<file path="config.mk">
export PLATFORM = sky130hd
export DESIGN_NAME = seri_add_lanes
export DESIGN_NICKNAME = d
export VERILOG_FILES = /design/src/rtl/seri_add_lanes.sv
export SDC_FILE = /design/constraint.sdc
export NUM_CORES = 1
export LEC_CHECK = 0
export BUFFER_PORTS_ARGS = -buffer_cell sky130_fd_sc_hd__buf_2
export CAP_MARGIN = 20
export CORE_ASPECT_RATIO = 2
export CORE_MARGIN = 2
export CORE_UTILIZATION = 51
export CTS_CLUSTER_SIZE = 10
export DETAILED_ROUTE_END_ITERATION = 8
export MAX_ROUTING_LAYER = met4
export PLACE_DENSITY_LB_ADDON = 0.3
export SYNTH_ARGS = -nofsm -noshare
export SYNTH_HDL_FRONTEND = slang
export SYNTH_SLANG_ARGS = --single-unit
export TNS_END_PERCENT = 20
</file>
<file path="constraint.sdc">
create_clock -name clk -period 1.8 [get_ports clk]
set_input_delay 0.36 -clock clk [delete_from_list [all_inputs] [get_ports clk]]
set_output_delay 0.36 -clock clk [all_outputs]
set_load 0.03 [all_outputs]
</file>
<file path="src/rtl/seri_add_lanes.sv">
// seri_add_lanes: multi-lane, word-framed bit-serial adder/subtractor.
// Each lane adds (or subtracts) two LSB-first serial operands. It produces a
// registered serial sum bit on every consumed bit. At the end of each word it
// also produces a parallel WIDTH-bit result and the final carry.
// Optional feature macro: SERI_ADD_OVF_EN adds a per-lane signed overflow output (Ovf).
//
// state | meaning
// ------+------------------------------------------------------------
// IDLE  | no word in progress; En without Start is ignored
// RUN   | consuming bits 1..WIDTH-1 of a word; En=0 stalls everything
module seri_add_lanes #(
    parameter int WIDTH = 16,
    parameter int LANES = 4
) (
    input  logic                    clk,
    input  logic                    Rst,
    input  logic                    En,
    input  logic                    Start,
    input  logic [LANES-1:0]        Sub,
    input  logic [LANES-1:0]        A,
    input  logic [LANES-1:0]        B,
    output logic [LANES-1:0]        S,
    output logic [LANES*WIDTH-1:0]  SumP,
    output logic [LANES-1:0]        Co,
`ifdef SERI_ADD_OVF_EN
    output logic [LANES-1:0]        Ovf,
`endif
    output logic                    Valid,
    output logic                    Busy
);

    localparam int CW = $clog2(WIDTH);
    // Counter holds the number of bits still to consume, counting down.
    // The word ends when the bit consumed with the count at 1 is taken.
    localparam logic [CW-1:0] REM_INIT = CW'(WIDTH - 1);
    localparam logic [CW-1:0] REM_LAST = CW'(1);

    typedef enum logic {
        ST_IDLE,
        ST_RUN
    } state_t;

    state_t                        state;
    logic [CW-1:0]                 rem;
    logic [LANES-1:0]              carry;
    logic [LANES-1:0]              sub_l;
    logic [LANES-1:0][WIDTH-1:0]   shreg;

    logic                          consume;
    logic                          last_bit;
    logic [LANES-1:0]              sub_eff;
    logic [LANES-1:0]              c_in;
    logic [LANES-1:0]              b_eff;
    logic [LANES-1:0]              s_bit;
    logic [LANES-1:0]              c_nxt;
    logic [LANES-1:0][WIDTH-1:0]   sh_nxt;

    // Per-lane full-adder slice and next shift-register contents for the current bit.
    // On the Start bit, the fresh Sub value is both the mode and the carry-in. This gives
    // two's-complement subtraction without waiting for the latched copy.
    always_comb begin
        consume  = En & (Start | (state == ST_RUN));
        last_bit = En & ~Start & (state == ST_RUN) & (rem == REM_LAST);
        sub_eff  = '0;
        c_in     = '0;
        b_eff    = '0;
        s_bit    = '0;
        c_nxt    = '0;
        sh_nxt   = '0;
        for (int i = 0; i < LANES; i++) begin
            sub_eff[i] = Start ? Sub[i] : sub_l[i];
            c_in[i]    = Start ? Sub[i] : carry[i];
            b_eff[i]   = B[i] ^ sub_eff[i];
            s_bit[i]   = A[i] ^ b_eff[i] ^ c_in[i];
            c_nxt[i]   = (A[i] & b_eff[i]) | (A[i] & c_in[i]) | (b_eff[i] & c_in[i]);
            sh_nxt[i]  = {s_bit[i], shreg[i][WIDTH-1:1]};
        end
    end

    // Word-framing FSM, serial datapath state and all registered outputs.
    always_ff @(posedge clk) begin
        if (Rst) begin
            state <= ST_IDLE;
            rem   <= '0;
            carry <= '0;
            sub_l <= '0;
            shreg <= '0;
            S     <= '0;
            SumP  <= '0;
            Co    <= '0;
`ifdef SERI_ADD_OVF_EN
            Ovf   <= '0;
`endif
            Valid <= 1'b0;
            Busy  <= 1'b0;
        end else begin
            Valid <= 1'b0;

            if (consume) begin
                S     <= s_bit;
                carry <= c_nxt;
                shreg <= sh_nxt;
            end

            case (state)
                ST_IDLE: begin
                    if (En && Start) begin
                        state <= ST_RUN;
                        rem   <= REM_INIT;
                        sub_l <= Sub;
                        Busy  <= 1'b1;
                    end
                end
                ST_RUN: begin
                    if (En && Start) begin
                        // Restart: the in-flight word is dropped without a Valid.
                        rem   <= REM_INIT;
                        sub_l <= Sub;
                    end else if (last_bit) begin
                        state <= ST_IDLE;
                        rem   <= '0;
                        Busy  <= 1'b0;
                        Valid <= 1'b1;
                        for (int i = 0; i < LANES; i++) begin
                            SumP[i*WIDTH +: WIDTH] <= sh_nxt[i];
                        end
                        Co    <= c_nxt;
`ifdef SERI_ADD_OVF_EN
                        // Carry into the MSB is the carry entering this last bit.
                        Ovf   <= c_in ^ c_nxt;
`endif
                    end else if (En) begin
                        rem <= rem - REM_LAST;
                    end
                end
                default: begin
                    state <= ST_IDLE;
                    Busy  <= 1'b0;
                end
            endcase
        end
    end

endmodule

</file>
==> flow_summary.json, run 1 <==
{
  "drt_pass1_iterations": 5,
  "syn_to_final_growth_pct": 21.4,
  "cts.repair_timing.setup_buffer_count": 0,
  "synth-async-reset-ratio_pct": 0,
  "avgRoutedWirePerCell_um": 16.9,
  "critPathKind": "reg2reg",
  "die_width_um": 79.9,
  "cap_viol_max_count": 0,
  "max_slew.worst_pin.slew_ps": 434,
  "place_hpwl_mm": 9.41,
  "drc_errors": 0,
  "r2r-end": "Co[2]",
  "synth-warning-count": 0,
  "floorplan.die.height_um": 156,
  "crit_path_end_kind": "register",
  "worstHoldPathCells": 3,
  "regToRegStartpoint": "rem[0]",
  "mappedNetlistNets": 711,
  "design.core.area_mm2": 0.0113,
  "clkTransAtPathRegs_ps": 60,
  "cts_root_buf": "clkbuf_16",
  "antenna_found_initial": 0,
  "nFillCells": 975,
  "cts_max_level": 4,
  "rsz0062_at_grt": "yes",
  "drv_slew": 0,
  "tritoncts_buffers": 17,
  "worstHoldPathType": "in2reg",
  "power_density_mw_per_mm2": 1070,
  "stdcell_count": 892,
  "clkSinkCount": 143,
  "track_usage_pct": 25.8,
  "layout.cells.most_common": "dfxtp_1",
  "totalWireLength_mm": 15.0,
  "syn_avg_cell_area_um2": 8.55,
  "antenna-diode-count": 0,
  "timing.fmax_mhz": 567,
  "critPathArrivalTime_ps": 2050,
  "timing.hold.worst_endpoint": "sub_l[1]",
  "finClkSkew_ps": 11.5,
  "port_buffers": 89,
  "worstRegToRegCells": 5,
  "dominantRegCellSynth": "dfxtp_1",
  "ctsLongestPathBuffers": 2,
  "final_layout_size_suffix_gt1_share_pct": 22.9,
  "fp-row-count": 55,
  "num-nets-final": 761,
  "top_fanout_value_on_the_critical_path": 52,
  "syn_area_mm2": 0.00587,
  "grt_max_degree": 60,
  "vias_per_cell": 5.96,
  "dieArea_mm2": 0.0124,
  "finalSetupTns_ps": 0,
  "period_share_pct": 98.0,
  "timing.final.hold_violations": 0,
  "dp_cells": 860,
  "final_setup_violation_count": 0,
  "insertion_delay_ps": 420,
  "worst_setup_path_start_kind": "register",
  "irDropWorstVdd_uv": 875,
  "synth-seq-cells": 143,
  "slew_headroom_pct": 71.1,
  "cts_repair_resize_count": 0,
  "via_count": 5316,
  "syn-instance-count": 687,
  "drt_first_iter_violations": 388,
  "grt_first_pass_wirelength_mm": 24.8,
  "initial_utilization_pct": 52.0,
  "most_frequent_cells_in_the_layout": "dfxtp_1, a21oi_1, nand2_1, buf_2, nand4_1",
  "tritoncts_clock_tree": "yes",
  "setup_slack_of_the_worst_register_to_register_path_ps": 40,
  "synth_seq_area_share_pct": 48.8,
  "hp-start": "Sub[1]",
  "cellLeakagePower_nw": 2.57,
  "hold_buffers": 0,
  "netlist-cell-type-count": 35,
  "status": "finished clean",
  "number_of_global_route_vias_before_repair": 5190,
  "antenna_violating_nets_post_route": 0,
  "gr-total-overflow": 0,
  "io-pin-count": 90,
  "final.min_clock_period_ps": 1760,
  "data_required_time_at_the_worst_endpoint_ps": 2080,
  "place.gp.congestion": 0.809,
  "post_synth_edffs": 0
}
area by class of cell:
cell class	instances	area, um2	area share, %
Clock buffer	20	457	6.41
Clock inverter	12	183	2.56
Inverter	6	22.5	0.316
Multi-Input combinational cell	455	2660	37.3
Sequential cell	143	2860	40.2
Tap cell	142	178	2.49
Timing Repair Buffer	114	764	10.7
critical path, stage by stage (launching register included):
cell	delay, ps
dfxtp_1	390
ha_1	210
or3b_4	410
buf_12	210
o31ai_1	290
a21oi_1	110
layer usage:
| layer | GRT usage (%) | wire, um | up-vias |
|---|---|---|---|
| met5 | - | 0 | - |
| met4 | 9.60 | 269 | 0 |
| met3 | 5.56 | 657 | 23 |
| met2 | 44.0 | 8080 | 159 |
| met1 | 29.4 | 6030 | 2573 |
| li1 | - | - | 2561 |
worst max-delay path by stage:
stage / startpoint / slack (ps) / to
floorplan: Start / 4 / SumP[63]
detailed placement: Start / -180 / SumP[63]
global placement: Start / -90 / SumP[15]
CTS: rem[0] / 70 / SumP[15]
finish: rem[0] / 40 / Co[2]
global route: rem[1] / -30 / SumP[30]
stage by stage:
step / instance area, um2 / hold WS [ps] / setup slack, ps / power (mW) / utilization, %
after global placement: 6460 / 442 / -94.7 / 3.88 / 57.2
after floorplan: 5880 / 434 / 3.71 / 3.72 / -
final: 7130 / 223 / 36.3 / 7.61 / 63.1
after global routing: 7130 / 232 / -28.3 / 7.85 / 63.1
after CTS: 7100 / 211 / 72.8 / 7.63 / 62.9
after detailed placement: 6460 / 447 / -179 / 3.90 / 57.2
cells in the mapped netlist, types with 4 or more instances:
master | n | area, um2
buf_4 | 5 | 37.5
nand3_1 | 4 | 20.0
buf_2 | 23 | 115
mux2_2 | 4 | 45.0
buf_1 | 9 | 33.8
o31ai_2 | 9 | 113
xnor2_1 | 4 | 35.0
clkbuf_1 | 44 | 165
nand2_1 | 135 | 507
dfxtp_1 | 143 | 2860
mux2i_1 | 4 | 40.0
inv_1 | 5 | 18.8
fa_1 | 4 | 80.1
ha_1 | 4 | 50.1
o31ai_1 | 59 | 443
nand4_1 | 68 | 425
a21oi_1 | 142 | 711
power by group:
part           switching [mW]  internal [mW]  total, mW  leakage, nW
sequential             0.0406           3.20       3.24         1.15
clock                    1.36           2.40       3.76        0.303
combinational           0.425          0.183      0.608         1.12
state kept, by name, indices dropped and copies added (netlist names):
register and cells:
state 1, sh_nxt 56, SumP 64, rem 4, sub_l 4, Valid 1
carry 4, Busy 1, Co 4, S 4
logic make-up (layout without fill, tap and decap cells):
kind of cell	after synthesis	after routing	synth area share, %
simple gates	215	215	17.2
fa+ha+maj	8	8	2.22
compound gates	220	220	23.0
buf+inv	89	152	6.76
flops	143	143	48.8
mux	8	8	1.45
xor+xnor	4	4	0.597
No activity file was read; power rests on OpenSTA's default activity.
==> run 2, diff against run 1 <==
Settings changed: MAX_ROUTING_LAYER met4 to default.
==> run 2 against run 1 <==
  * Worst setup slack better by 2.9 ps
  * Utilization is the same
  * Via count unchanged
  * Global-route usage fell by 0.73 points
  * Fmax grew 0.17%
  * Critical path depth is the same
  * Die area is the same
  * Clock power barely moved
  * Sequential power hardly changed
  * Total power barely moved
  * Critical path type unchanged
  * Largest cell class unchanged
  * Largest power group unchanged
==> flow_summary.json, run 2 (synthesized netlist as in run 1, its figures left out) <==
{
  "timing.fmax_mhz": 568,
  "critPathKind": "reg2reg",
  "syn_to_final_growth_pct": 21.4,
  "utilization_pct": 63.1,
  "tritoncts_buffers": 17,
  "top_fanout_value_on_the_critical_path": 52,
  "cts_repair_resize_count": 0,
  "finalSetupTns_ps": 0,
  "finClkSkew_ps": 12.8,
  "hold_buffers": 0,
  "switching_share_of_power_pct": 24.0,
  "fp-row-count": 55,
  "final_setup_violation_count": 0,
  "total_switching_power_mw": 1.83,
  "antenna-diode-count": 0,
  "tritoncts_clock_tree": "yes",
  "regMostFlops": "SumP",
  "avgRoutedWirePerCell_um": 16.9,
  "max_slew.worst_pin.slew_ps": 424,
  "place_hpwl_mm": 9.41,
  "worstRegToRegCells": 5,
  "vias_per_cell": 5.96,
  "data_required_time_at_the_worst_endpoint_ps": 2090,
  "via_count": 5316,
  "initial_utilization_pct": 52.0,
  "final_layout_size_suffix_gt1_share_pct": 22.9,
  "totalWireLength_mm": 15.1,
  "regToRegStartpoint": "rem[0]",
  "design.core.area_mm2": 0.0113,
  "stdcell_count": 892,
  "drv_slew": 0,
  "num-nets-final": 761,
  "timing.hold.ws_ps": 220,
  "period_share_pct": 97.8,
  "port_buffers": 89,
  "slew_headroom_pct": 71.8,
  "instance_area_at_placement_mm2": 0.00646,
  "die_width_um": 79.9,
  "crit_path_end_kind": "register",
  "sequential_fraction_of_design_power_pct": 42.6,
  "drc_errors": 0,
  "antenna_found_initial": 0,
  "final_design_area_no_fill_mm2": 0.00713,
  "grt_max_degree": 60,
  "insertion_delay_ps": 420,
  "status": "finished clean",
  "most_frequent_cells_in_the_layout": "dfxtp_1, a21oi_1, nand2_1, buf_2, nand4_1",
  "clock_power_share_pct": 49.4,
  "worstHoldPathCells": 3,
  "dieArea_mm2": 0.0124,
  "layout.cells.most_common": "dfxtp_1",
  "io-pin-count": 90,
  "cts_max_level": 4,
  "clkSinkCount": 143,
  "cts_root_buf": "clkbuf_16",
  "gr-total-overflow": 0,
  "number_of_global_route_vias_before_repair": 5185,
  "drt_pass1_iterations": 5,
  "cellLeakagePower_nw": 2.57,
  "worstHoldPathType": "in2reg",
  "clkTransAtPathRegs_ps": 60,
  "power_frac_comb_pct": 8.0,
  "place_ws_ps": -179,
  "setup_slack_of_the_worst_register_to_register_path_ps": 40,
  "critical_path.endpoint": "Co[2]",
  "worst_setup_path_start_kind": "register",
  "power_density_mw_per_mm2": 1070,
  "dp_cells": 860,
  "design_power_total_mw": 7.62,
  "cap_viol_max_count": 0,
  "ctsLongestPathBuffers": 2,
  "p_int_mw": 5.79,
  "timing.final.hold_violations": 0,
  "r2r-end": "Co[2]",
  "irDropWorstVdd_uv": 874,
  "grt_first_pass_wirelength_mm": 24.8,
  "floorplan.die.height_um": 156,
  "number_of_flip_flops_under_the_largest_register_name": 64,
  "antenna_violating_nets_post_route": 0,
  "final.min_clock_period_ps": 1760,
  "track_usage_pct": 25.1,
  "place.gp.congestion": 0.798,
  "rsz0062_at_grt": "yes",
  "crit_start": "rem[0]",
  "cts.repair_timing.setup_buffer_count": 0,
  "drt_first_iter_violations": 379,
  "critPathArrivalTime_ps": 2050,
  "timing.final.ws_setup_ps": 39.2
}
run 2: cell counts in the layout (fill, tap and decap cells not counted):
Identical to the previous run, type by type.
run 2: layout make-up:
type,instances,area [um2]
inverter,6,22.5
multi-input combinational,455,2660
clock buffer,20,457
tap,142,178
clock inverter,12,183
sequential,143,2860
fill,975,4160
timing repair buffer,114,764
run 2: worst max-delay path: stages (launching register included):
cell     delay, ps
dfxtp_1        390
ha_1           220
or3b_4         410
buf_12         210
o31ai_1        290
a21oi_1        110
run 2: worst min path at each step:
stage,from,end
finish,Sub[1],sub_l[1]
global route,Sub[2],sub_l[2]
CTS,Sub[1],sub_l[1]
detailed placement,sh_nxt[32],sh_nxt[32]
global placement,carry[3],carry[3]
floorplan,carry[0],carry[0]
run 2: routing by layer:
layer / GRT usage (%) / wire (um) / up-vias / share of wire, %
li1: - / - / 2564 / -
met1: 29.3 / 5930 / 2560 / 39
met2: 43.9 / 8120 / 170 / 54
met3: 5.50 / 734 / 22 / 4.9
met4: 9.85 / 287 / 0 / 1.9
met5: 0 / 0 / - / 0
run 2: power by group through the flow:
stage          Sequential [mW]  Clock, mW  Combinational (mW)
2_1_floorplan             3.30          0               0.423
3_3_place_gp              3.31          0               0.572
3_5_place_dp              3.31          0               0.592
4_1_cts                   3.24       3.80               0.596
5_1_grt                   3.24       3.94               0.661
6_report                  3.24       3.77               0.608
